===== config.mk =====
export PLATFORM = sky130hd
export DESIGN_NAME = nco_wave_sequencer
export DESIGN_NICKNAME = d
export VERILOG_FILES = /design/src/rtl/nco_wave_sequencer.sv
export SDC_FILE = /design/constraint.sdc
export NUM_CORES = 1
export LEC_CHECK = 0
export ABC_CLOCK_PERIOD_IN_PS = 2700
export CAP_MARGIN = 10
export CELL_PAD_IN_SITES_DETAIL_PLACEMENT = 1
export CELL_PAD_IN_SITES_GLOBAL_PLACEMENT = 1
export CORE_AREA = 2 2 48 94
export DETAILED_ROUTE_END_ITERATION = 8
export DIE_AREA = 0 0 50 96
export PLACE_DENSITY = 0.7
export SETUP_SLACK_MARGIN = 0.3
export SLEW_MARGIN = 5
export SYNTH_ARGS = -nofsm -noshare
export SYNTH_HDL_FRONTEND = slang
export SYNTH_SLANG_ARGS = --single-unit

===== constraint.sdc =====
create_clock -name clk -period 2.7 [get_ports clk]
set_clock_uncertainty 0.2 [all_clocks]
set_input_delay 0.54 -clock clk [delete_from_list [all_inputs] [get_ports clk]]
set_output_delay 0.54 -clock clk [all_outputs]
set_load 0.01 [all_outputs]

===== src/rtl/nco_wave_sequencer.sv =====
//------------------------------------------------------------------------------
// nco_wave_sequencer
//
// Queues waveform-select requests and hands them to an NCO one period at a
// time. Requests land in a small FIFO. A two-state FSM (IDLE / RUN) pops the
// head into signal_out when leaving IDLE, and again at each period boundary.
// So the select seen by the NCO only ever changes on a whole-period edge. If
// the queue runs dry, the current waveform simply repeats. A stop pulse is
// remembered and honoured at the next boundary. Stop wins over a pending pop,
// and queued entries are kept.
//
// Configuration macros:
//   SELECT_WIDTH      default for SEL_W when the parameter is not overridden
//   NCO_SEQ_DWELL_EN  adds req_dwell[3:0]; each entry then holds its select
//                     for (req_dwell+1) periods before the next boundary
//
// Parameters:
//   SEL_W       width of the waveform-select code
//   FIFO_DEPTH  queued requests (power of two, >= 2)
//   PERIOD      cycles per NCO period (power of two)
//
// Ports:
//   clk           sole clock, rising edge
//   reset         asynchronous active-high reset
//   req_valid     a select request is offered
//   req_sel       requested select code
//   req_dwell     extra periods to hold the select (NCO_SEQ_DWELL_EN only)
//   req_ready     FIFO not full (registered count only, no bypass)
//   stop          single-cycle pulse asking for a return to IDLE
//   signal_out    registered select driven to the NCO
//   nco_en        registered NCO enable
//   phase_cnt     registered position within the current period
//   switch_pulse  one-cycle flag after signal_out is loaded from the FIFO
//   busy          FSM not idle, or requests still queued
//------------------------------------------------------------------------------

`ifndef SELECT_WIDTH
`define SELECT_WIDTH 4
`endif

module nco_wave_sequencer #(
  parameter int SEL_W      = `SELECT_WIDTH,
  parameter int FIFO_DEPTH = 4,
  parameter int PERIOD     = 32
) (
  input  logic                      clk,
  input  logic                      reset,
  input  logic                      req_valid,
  input  logic [SEL_W-1:0]          req_sel,
`ifdef NCO_SEQ_DWELL_EN
  input  logic [3:0]                req_dwell,
`endif
  output logic                      req_ready,
  input  logic                      stop,
  output logic [SEL_W-1:0]          signal_out,
  output logic                      nco_en,
  output logic [$clog2(PERIOD)-1:0] phase_cnt,
  output logic                      switch_pulse,
  output logic                      busy
);

  localparam int PH_W  = $clog2(PERIOD);
  localparam int PTR_W = $clog2(FIFO_DEPTH);
  localparam int CNT_W = PTR_W + 1;
`ifdef NCO_SEQ_DWELL_EN
  localparam int ENTRY_W = SEL_W + 4;
`else
  localparam int ENTRY_W = SEL_W;
`endif

  typedef enum logic {
    IDLE = 1'b0,
    RUN  = 1'b1
  } state_t;

  state_t             state;
  logic [ENTRY_W-1:0] fifo_mem [FIFO_DEPTH];
  logic [PTR_W-1:0]   wr_ptr;
  logic [PTR_W-1:0]   rd_ptr;
  logic [CNT_W-1:0]   fifo_count;
  logic               stop_pending;
  logic [3:0]         hold_cnt;

  logic               fifo_empty;
  logic               fifo_full;
  logic               push;
  logic               pop;
  logic               at_wrap;
  logic               boundary;
  logic               stop_now;
  logic               go_idle;
  logic [ENTRY_W-1:0] push_entry;
  logic [ENTRY_W-1:0] head_entry;
  logic [SEL_W-1:0]   head_sel;

  // Queue status comes straight from the registered count. A request pushed
  // this edge can therefore never be popped on the same edge.
  assign fifo_empty = (fifo_count == '0);
  assign fifo_full  = (fifo_count == CNT_W'(FIFO_DEPTH));
  assign req_ready  = !fifo_full;
  assign push       = req_valid && req_ready;

  // A boundary is the last cycle of a period once any extra dwell periods have
  // been used up. A stop seen on the boundary edge itself counts as pending.
  assign at_wrap  = (state == RUN) && (phase_cnt == PH_W'(PERIOD - 1));
  assign boundary = at_wrap && (hold_cnt == 4'd0);
  assign stop_now = stop_pending || stop;
  assign go_idle  = boundary && stop_now;

  // Leaving IDLE always takes the head. In RUN, a pop needs a boundary with
  // no stop pending, because stop has priority and leaves the queue intact.
  assign pop = !fifo_empty &&
               ((state == IDLE) || (boundary && !stop_now));

  assign head_entry = fifo_mem[rd_ptr];
  assign head_sel   = head_entry[SEL_W-1:0];

`ifdef NCO_SEQ_DWELL_EN
  assign push_entry = {req_dwell, req_sel};
`else
  assign push_entry = req_sel;
`endif

  assign busy = (state != IDLE) || !fifo_empty;

  // FIFO storage has no reset. Stale data is harmless because the pointers
  // and count are cleared, so nothing unwritten is ever read as valid.
  always_ff @(posedge clk) begin
    if (push) begin
      fifo_mem[wr_ptr] <= push_entry;
    end
  end

  // Pointer and occupancy bookkeeping. Pointers wrap naturally because the
  // depth is a power of two. A simultaneous push and pop leaves the count
  // unchanged.
  always_ff @(posedge clk or posedge reset) begin
    if (reset) begin
      wr_ptr     <= '0;
      rd_ptr     <= '0;
      fifo_count <= '0;
    end else begin
      if (push) begin
        wr_ptr <= wr_ptr + PTR_W'(1);
      end
      if (pop) begin
        rd_ptr <= rd_ptr + PTR_W'(1);
      end
      case ({push, pop})
        2'b10:   fifo_count <= fifo_count + CNT_W'(1);
        2'b01:   fifo_count <= fifo_count - CNT_W'(1);
        default: fifo_count <= fifo_count;
      endcase
    end
  end

  // Sequencer FSM with registered NCO-facing outputs.
  // In IDLE, the outputs sit at zero. Any queued request starts a run on the
  // next edge. A stop arriving in IDLE only lives for one cycle in the flag.
  // In RUN, the phase free-runs and wraps. Boundaries either return to IDLE
  // (stop pending), load the next select (queue non-empty), or keep the
  // current select.
  always_ff @(posedge clk or posedge reset) begin
    if (reset) begin
      state        <= IDLE;
      signal_out   <= '0;
      nco_en       <= 1'b0;
      phase_cnt    <= '0;
      switch_pulse <= 1'b0;
      stop_pending <= 1'b0;
    end else begin
      switch_pulse <= 1'b0;
      case (state)
        IDLE: begin
          signal_out <= '0;
          nco_en     <= 1'b0;
          phase_cnt  <= '0;
          if (!fifo_empty) begin
            state        <= RUN;
            signal_out   <= head_sel;
            nco_en       <= 1'b1;
            switch_pulse <= 1'b1;
            stop_pending <= 1'b0;
          end else begin
            stop_pending <= stop;
          end
        end
        RUN: begin
          phase_cnt <= phase_cnt + PH_W'(1);
          if (go_idle) begin
            state        <= IDLE;
            signal_out   <= '0;
            nco_en       <= 1'b0;
            phase_cnt    <= '0;
            stop_pending <= 1'b0;
          end else begin
            stop_pending <= stop_now;
            if (pop) begin
              signal_out   <= head_sel;
              switch_pulse <= 1'b1;
            end
          end
        end
        default: begin
          state <= IDLE;
        end
      endcase
    end
  end

`ifdef NCO_SEQ_DWELL_EN
  // Dwell counter. Each popped entry loads its own dwell value. Every period
  // wrap while the counter is non-zero uses up one extra period. Boundaries
  // are suppressed until the counter reaches zero.
  always_ff @(posedge clk or posedge reset) begin
    if (reset) begin
      hold_cnt <= 4'd0;
    end else if (pop) begin
      hold_cnt <= head_entry[SEL_W+3:SEL_W];
    end else if (go_idle) begin
      hold_cnt <= 4'd0;
    end else if (at_wrap && (hold_cnt != 4'd0)) begin
      hold_cnt <= hold_cnt - 4'd1;
    end
  end
`else
  // Without dwell support, every period wrap is a boundary.
  assign hold_cnt = 4'd0;
`endif

endmodule

# Word-level counts from Yosys, hierarchy flattened
# Memory sizes are Yosys's and may differ from the RTL's.
# Index checks and enable logic that the tools add are counted.
word_totals:
  regBits: 20
  mem_bits_rw: 16
  in_bits: 8
  output_inout_bits: 13
  elab_cells: 55
  memories: 1
classes:
  n_addsub: 5
  eq_ne: 6
  mux: 20
  n_bitwise: 1
  n_reduce_logical: 13
mem_list:
  columns: ["name", "words", "width", "read_ports", "rd_ports_with_merged_regs", "wr", "line_no", "text"]
  rows:
  - ["fifo_mem", 4, 4, 1, 0, 1, "77", "logic [ENTRY_W-1:0] fifo_mem [FIFO_DEPTH];"]
ops:
  columns: ["op", "count"]
  rows:
  - ["4-bit two-way mux", 3]
  - ["5-bit case mux with 2 select lines", 1]
  - ["1-bit two-way mux", 9]
  - ["1-bit case mux with 2 select lines", 4]
  - ["4-bit case mux with 2 select lines", 1]
  - ["3-bit case mux with 2 select lines", 1]
  - ["5-bit by 1-bit adder with 5-bit output (second input constant)", 1]
  - ["5-bit equality test (second input constant)", 1]
  - ["1-bit logical AND", 5]
  - ["5-bit two-way mux", 1]
  - ["2-bit by 1-bit adder with 2-bit output (second input constant)", 2]
  - ["3-bit by 1-bit adder with 3-bit output (second input constant)", 1]
  - ["3-bit equality test (second input constant)", 1]
  - ["1-bit logical NOT", 3]
  - ["3-bit logical NOT", 1]
  - ["1-bit logical OR", 3]
  - ["3-bit by 1-bit inequality test with 1-bit output (second input constant)", 1]
  - ["3-bit by 1-bit subtractor with 3-bit output (second input constant)", 1]
  - ["2-bit by 1-bit equality test with 1-bit output (second input constant)", 1]
  - ["2-bit equality test (second input constant)", 1]
  - ["2-bit by 1-bit inequality test with 1-bit output (second input constant)", 1]
  - ["2-bit nonzero test", 1]
  - ["1-bit inverter", 1]

# Logic depth before layout (Yosys ltp)
logic_depth:
  word_depth: 8
  depth_mapped: 11
  mapped_depth_nobuf: 11

# Worst setup path before layout
# OpenSTA, ideal clock, no wires.
synth_path:
  path_kind: "register -> register"
  startpoint: "register phase_cnt[0]"
  endpoint: "register fifo_count[2]"
  setup_time_ns: 0.079
  t_arrival_ns: 2.553
  t_required_ns: 2.421
  setup_slack_ns: -0.132
  stages_incl_launch_ff: 12
  n_path_buf: 0
  synth_period_minus_slack_ns: 2.832
  path_cell_list: "dfrtp_1 -> ha_1 -> and3_1 -> ha_1 -> or3b_4 -> a21oi_4 -> ha_1 -> inv_1 -> fa_1 -> xor2_1 -> nor2_1 -> xor2_1"
synth_between:
  elab_chain_len: 7
  word_cells_on_any_way: 9
  cone_classes: "eq/ne: 3; mux: 1; reduce/logical: 5"
synth_lines:
  columns: ["item", "line_no", "text"]
  rows:
  - ["from (decl)", "57", "output logic [$clog2(PERIOD)-1:0] phase_cnt,"]
  - ["from (signal assigned)", "189", "phase_cnt <= phase_cnt + PH_W'(1);"]
  - ["5-bit equality test *", "105", "assign at_wrap = (state == RUN) && (phase_cnt == PH_W'(PERIOD - 1));"]
  - ["1-bit logical AND *", "105", null]
  - ["1-bit logical AND *", "113", "((state == IDLE) || (boundary && !stop_now));"]
  - ["1-bit logical OR *", "113", null]
  - ["1-bit logical AND *", "112", "assign pop = !fifo_empty &&"]
  - ["named net pop", "87", "logic pop;"]
  - ["2-bit by 1-bit equality test with 1-bit output / 2-bit equality test (equally long branches)", "149", "case ({push, pop})"]
  - ["3-bit case mux with 2 select lines / 2-bit nonzero test (equally long branches)", null, null]
  - ["to (signal assigned)", "150", "2'b10: fifo_count <= fifo_count + CNT_W'(1);"]
  - ["to (signal assigned)", "151", "2'b01: fifo_count <= fifo_count - CNT_W'(1);"]
  - ["to (signal assigned)", "152", "default: fifo_count <= fifo_count;"]
  - ["to (decl)", "80", "logic [CNT_W-1:0] fifo_count;"]
# The timed path passes the listed nets; every way through them passes the cells marked *.
# A chain may end at the register's enable or synchronous reset.

# Worst setup path after layout
layout_path:
  startpoint: "register phase_cnt[1]"
  endpoint: "register fifo_count[2]"
# The elaborated chain is that of the path after synthesis.

==> impl_results.md <==
- Clock sinks: 36
- Run status: finished clean
- Initial antenna violation count: 0
- GPL Wtd Cong: 0.703
- Final Cell Area: 0.00199 mm²
- Setup slack after layout: 0.0537 ns
- P&R area growth vs syn: 28.2%
- Synthesis-stage register bit count: 36
- Period utilization: 98.0%
- Multiplexer share of the synthesized area: approximately 6.5%
- # port buffers: 20
- Fin crit period: approximately 2.6 ns
- CTS root buf: clkbuf_8
- Fin nets: 151
- Crit-path max FO: 3
- Row cnt: 33
- H-Tree Depth: 2
- Overall Power: 2.08 mW
- DRC viols: 0
- M1 GR Usage: 14.2%
- Synth Area in Adders: ~6.9%
- Routed wire per std cell: 16.0 µm
- WHS: 0.327 ns
- Synth Flop Type: dfrtp_1
- Initial DRC Count: 6
- Post-synthesis area per instance: approximately 15 µm²
- CTS clock-pin slew for the worst setup and hold paths: 0.08 ns
- Register area share after synthesis: 63.1%
- Busiest grt layer: met2
- Chip Width: 50 µm
- Worst endpoint required time: 2.70 ns
- Total GRT Usage: 15.1%
- Final HPWL DP: about 2400 µm
- Slowest-stage cell, CP: or3b_4
- DRT Pass-1 Iters: 3
- Largest net degree at the start of global routing: 21
- Vias per inst: 5.01
- PD cells: 1040 mW/mm²
- First-pass GRT wire length: a little over 5000 µm
- Dpl cell area: around 0.0019 mm²
- Core Box Area: 0.00409 mm²
- Slew @ Worst Pin: 0.771 ns
- Post-synth ARST share: about 56%
- Full die area: 0.00480 mm²
- Fmax: 0.378 GHz
- RSZ-0062 raised after global routing: yes
- Warnings from Yosys: 0
- Leak pwr: approximately 0.80 nW
- Setup WS pre-CTS: -0.185 ns
- Grt ovf: 0
- Max_cap viols: 0
- Met2 GRT Util: 28.9%
- Slowest stage delay, CP: 0.39 ns
- Via count: 942
- Max_slew headroom: around 49%
- Simple-gate share of the synthesized area: 9.09%
- Multi-input gate area: 574 µm²
- Most frequent cells in the layout: 20 x dfrtp_1, 20 x clkdlybuf4s50_1, 16 x edfxtp_1
- Starting density of the core: 38.0%
- Mapped Cells: 103
- Register area: just under 0.001 mm²
- Vias in the first global route: 1060
- Num CTS Buffers: 5
- Layout cell share with drive strength beyond 1: between 20% and 30%
- Die Ht: approximately 96 µm
- Compound-Gate Fraction of Synth Area: 7.40%
- WL final: between 3000 and 4000 µm
- Worst EP arrival: 2.65 ns
- Post-synthesis cell type count: 28
- CTS Buffer Depth: 2
- CTS tree: done
- EDFF count, synth: 16
- ANT nets after route: 0
- Fin. Hold Viols: 0
- VDD IR max: around 0.0006 V
- # setup viols final: 0
- CP cell instances: ha_2, and3_4, ha_4, or3b_4, a21oi_4, ha_4, inv_2, fa_2, xor2_1, nor2_1, xor2_1
- Critical path endpoint category: flip-flop
- Critical Path Source Type: flip-flop
- Fillers: 399
- Syn nets: 119
- Crit Path Class: flip-flop to flip-flop
- Met3 Use GR: between 3 and 4%
- ANT cells: 0
- Synth Area in XOR/XNOR: 4.51%
- Fin. max-slew vios: 0
- Hold Buf Count CTS: 0
- Mapped Area: around 0.0016 mm²
- Worst hold path type: flip-flop to flip-flop
- Final Util: 48.8%
- Largest family of logic cells by synthesized area: simple AND/OR/NAND/NOR gates
- IO Pins: 21
- Skew-Pair Late Insertion Delay: 0.29 ns
[registers in the layout (all words and copies together), names as in the netlist]
name and flops:
fifo_mem 16, phase_cnt 5, signal_out 4, fifo_count 3, rd_ptr 2, wr_ptr 2
nco_en 1, state 1, stop_pending 1, switch_pulse 1
[Yosys cell counts (all sizes together), types with 2 or more instances]
cell    count  area share (%)
dfrtp      20              32
edfxtp     16              31
and3        7             2.8
ha          7             5.6
inv         7             1.7
o21ai       5             1.6
a32o        4             2.6
mux4        4             5.8
nand2       4             1.4
nor2        4            0.97
xnor2       4             2.3
xor2        4             2.3
a21oi       2             1.4
clkbuf      2            0.48
nand3       2            0.64
or3b        2             1.3
[area by class of cell]
cell class / instances / area share, %
timing repair buffer: 28 / 13.0
tap: 52 / 3.26
clock inverter: 3 / 0.941
clock buffer: 5 / 3.45
sequential: 36 / 49.2
multi-input combinational: 57 / 28.8
inverter: 7 / 1.32
[layer usage]
metal / part of all wire, % / up-vias
met3: 3.0 / 6
li1: - / 438
met5: 0 / -
met2: 61 / 21
met1: 34 / 477
met4: 2.5 / 0
[repair_timing]
item | in CTS | in global routing
cloned | 0 | 0
buffers inserted | 2 | 0
endpoints found under the setup margin | 3 | 3
resized for setup | 2 | 1
pin swaps | 4 | 1
[metrics by stage]
step,instances,TNS [ns]
after floorplan,103,-0.0664
after global placement,178,-0.0849
after detailed placement,178,-0.231
after CTS,188,0
after global routing,188,-0.0728
final,188,0
[worst max-delay path, delay by kind of cell, from the launching register on]
| family | cells | cell delay, ns |
|---|---|---|
| AOI/OAI and AO/OA | 1 | 0.16 |
| buffers and inverters | 1 | 0.03 |
| adders and majority gates | 4 | 0.78 |
| DFF | 1 | 0.38 |
| and+or+nand+nor | 3 | 0.70 |
| xor gates and xnor gates | 2 | 0.31 |
[kinds of logic (layout without fill, tap and decap cells)]
family | Yosys count | in the layout
DFF | 36 | 36
adders and majority gates | 8 | 8
and+or+nand+nor | 23 | 23
AOI/OAI and AO/OA | 13 | 13
buffers and inverters | 10 | 43
muxes | 5 | 5
xor gates and xnor gates | 8 | 8
[worst paths after layout]
path                                         from                   endpoint  slack [ns]  depth (start not counted)
min in group asynchronous                   reset  fifo_count[1]$_DFFE_PP0P_        0.50                          2
setup reg to reg           phase_cnt[1]$_DFF_PP0_  fifo_count[2]$_DFFE_PP0P_        0.05                         11
hold reg to reg                nco_en$_DFFE_PP0P_         nco_en$_DFFE_PP0P_        0.33                          2
max in group asynchronous                   reset            state$_DFF_PP0_        1.31                          2
setup / recovery           phase_cnt[1]$_DFF_PP0_  fifo_count[2]$_DFFE_PP0P_        0.05                         11
hold / removal                 nco_en$_DFFE_PP0P_         nco_en$_DFFE_PP0P_        0.33                          2
[report_power, final]
part	internal, mW	switching (mW)
Sequential	0.765	0.170
Combinational	0.438	0.331
Clock	0.180	0.193
Total	1.38	0.694
Power figures use the tool's default switching activity.
==> variant: new RTL, same settings <==
Set the parameter `PERIOD` to 64 (it was 32).
--- a/src/rtl/nco_wave_sequencer.sv
+++ b/src/rtl/nco_wave_sequencer.sv
@@ -43,3 +43,3 @@
   parameter int FIFO_DEPTH = 4,
-  parameter int PERIOD     = 32
+  parameter int PERIOD     = 64
 ) (
Interface: changed (resized phase_cnt); port bits go from 21 to 22. No check against the original RTL was run, so the function may have changed too.
==> variant against the original RTL <==
Area after synthesis up 6.0%; design area grew 9.1%; routed wire length up 18%; setup slack better by 0.33 ns; non-clock buffer count is 7 higher; critical path type is now flip-flop to output port; largest cell class unchanged; sequential cell count rose by 1.
Power is not compared: it rests on default switching activity, and its combinational part moved more than twofold at a synthesized area within 25%.
==> variant: results (changes against the original RTL) <==
* Run status: completed (unchanged)
* Via count of the first global-routing pass at 1210 (was 1060)
* Number of synthesized flops with an enable pin at 16 (unchanged)
* Worst-path maximum fanout at 4 (was 3)
* Share of synthesized area occupied by flip-flops and latches at 61.0% (was 63.1%)
* Post-synth ARST share at 56.8% (was 55.6%)
* Avg Inst Size Synth at 14.1 µm² (was 15.1 µm²)
* Clock buffers created by TritonCTS at 5 (unchanged)
* Top cells by area in the synthesized netlist: dfrtp_1, edfxtp_1, mux4_2, ha_1, and3_1 (unchanged)
* Largest registers: fifo_mem: 16 flops, phase_cnt: 6 flops, signal_out: 4 flops (was fifo_mem: 16 flops, phase_cnt: 5 flops, signal_out: 4 flops)
* Peak VDD IR at ~0.00061 V
* Placed cell count at 194 (was 178)
* Number of antenna repair diodes at 0 (unchanged)
* Number of nets in the layout at 171 (was 151)
* Depth of the worst register-to-register path at 9 (was 11)
* Arrival time reported for the critical path endpoint at 1.57 ns (was 2.65 ns)
* Slowest cell on crit path: or3_4 (was or3b_4)
* First-pass GRT wire length at 6.04 mm (was 5.17 mm)
* Clock transition at path regs at 0.08 ns (about the same)
* Vias at 1065 (was 942)
* Synth warnings at 0 (unchanged)
* Reg-to-Reg End: fifo_count[2]$_DFFE_PP0P_ (unchanged)
* Routed WL per cell at 17.1 µm (was 16.0 µm)
* Worst setup path start: fifo_count[2]$_DFFE_PP0P_ (was phase_cnt[1]$_DFF_PP0_)
* Source of the worst register-to-register timing path: stop_pending$_DFF_PP0_ (was phase_cnt[1]$_DFF_PP0_)
* Largest net degree at the start of global routing at 22 (was 21)
* Max stage delay on crit path at 0.43 ns (was 0.39 ns)
* Total routing resource utilization after global routing at 17.4% (was 15.1%)
* Worst skew pair latency at 0.29 ns (about the same)
* Initial antenna violation count at 0 (unchanged)
* Setup slack after placement at -0.208 ns (was -0.185 ns)
* Register-to-register setup slack at 0.41 ns (was 0.05 ns)
* Static leakage power at 0.890 nW
* First DRT Iteration DRCs at 2 (was 6)
* Number of detailed-routing iterations run before antenna repair at 4 (was 3)
* Drt total wl at 3.57 mm (was 3.02 mm)
* Worst Hold Class: flip-flop to flip-flop (unchanged)
* Maximum buffer depth of the clock tree at 2 (unchanged)
* Buffers on Ports at 21 (was 20)
* Top cells by count, synth: dfrtp_1, edfxtp_1, inv_1, nor2_1 (was dfrtp_1, edfxtp_1, and3_1, ha_1, inv_1)
* Main synth FF type: dfrtp_1 (unchanged)
* Max transition margin at 71.2% (was 48.5%)
* Last element of the critical path: busy (was fifo_count[2]$_DFFE_PP0P_)
* Syn nets at 132 (was 119)
* Last weighted congestion value of the routability-driven placer at 0.756 (was 0.703)
* Library cell used as clock root buffer: clkbuf_8 (unchanged)
* H-tree lvl count at 2 (unchanged)
* Final worst-path cycle share at 85.7% (was 98.0%)
* Count of unique library cells instantiated by Yosys at 36 (was 28)
* Layout cell share with drive strength beyond 1 at 29.3% (was 25.0%)
* Placed wire-length estimate after detailed placement at 2.69 mm (was 2.37 mm)
variant: cell types whose count changed in the layout (fill, tap and decap cells not counted), sizes merged, moves of 2 or more:
cell / unedited run / this run
nor2: 4 / 8
or3b: 2 / 0
a32o: 4 / 0
o21ai: 5 / 1
clkinv: 3 / 1
buf: 8 / 14
and2: 0 / 5
inv: 7 / 10
o31ai: 0 / 2
nand3: 2 / 4
a22o: 0 / 4
a21boi: 0 / 2
variant: metal layers:
layer | vias to the layer above | GRT usage [%] | routed length, µm
met5 | - | 0 | 0
met4 | 0 | 9.03 | 106
met3 | 9 | 4.35 | 111
met2 | 23 | 34.1 | 2250
met1 | 545 | 15.6 | 1100
li1 | 488 | - | -
variant: metrics by stage:
step | setup TNS (ns) | hold WS, ns | area (µm²)
floorplan | 0 | 0.280 | 1680
global placement | -0.177 | 0.291 | 1980
detailed placement | -0.282 | 0.299 | 1980
CTS | 0 | 0.326 | 2140
global route | 0 | 0.347 | 2180
finish | 0 | 0.320 | 2180
variant: area by class of cell:
type                            count  area (µm²)
Clock buffer                        5        68.8
Clock inverter                      3        46.3
Fill cell                         420        1910
Inverter                           10        37.5
Multi-Input combinational cell     67         638
Sequential cell                    37        1010
Tap cell                           52        65.1
Timing Repair Buffer               35         309
variant: how the worst min path moves through the flow:
stage	start	end	slack [ns]	cells after the start
2_1_floorplan	fifo_count[0]$_DFFE_PP0P_	fifo_count[0]$_DFFE_PP0P_	0.28	1
3_3_place_gp	signal_out[3]$_DFFE_PP0P_	signal_out[3]$_DFFE_PP0P_	0.29	1
3_5_place_dp	phase_cnt[0]$_DFF_PP0_	phase_cnt[0]$_DFF_PP0_	0.30	1
4_1_cts	signal_out[1]$_DFFE_PP0P_	signal_out[1]$_DFFE_PP0P_	0.33	1
5_1_grt	signal_out[3]$_DFFE_PP0P_	signal_out[3]$_DFFE_PP0P_	0.35	1
6_report	signal_out[1]$_DFFE_PP0P_	signal_out[1]$_DFFE_PP0P_	0.32	1
variant: kinds of logic after synthesis:
family / share of synthesized area [%]
compound gates: 6.38
xor+xnor: 5.24
fa+ha+maj: 5.77
buf+inv: 3.57
flops: 61.0
mux: 6.76
simple gates: 11.2
variant: critical path, delay by kind of cell (launching register included):
kind / cells / cell delay [ns]
AND/OR/NAND/NOR: 2 / 0.55
flip-flops: 1 / 0.40
buffers and inverters: 2 / 0.33
variant: timing repair:
item,in CTS,in global routing
setup buffers,4,3
gates resized for setup,6,7
endpoints found under the setup margin,3,2
pin swaps,6,7
variant: power by group:
| part | switching (mW) | leakage (nW) | total [mW] | internal [mW] |
|---|---|---|---|---|
| sequential | 0.0477 | 0.396 | 0.729 | 0.682 |
| combinational | 0.159 | 0.440 | 0.293 | 0.134 |
| clock | 0.207 | 0.0543 | 0.483 | 0.276 |
| total | 0.414 | 0.890 | 1.51 | 1.09 |
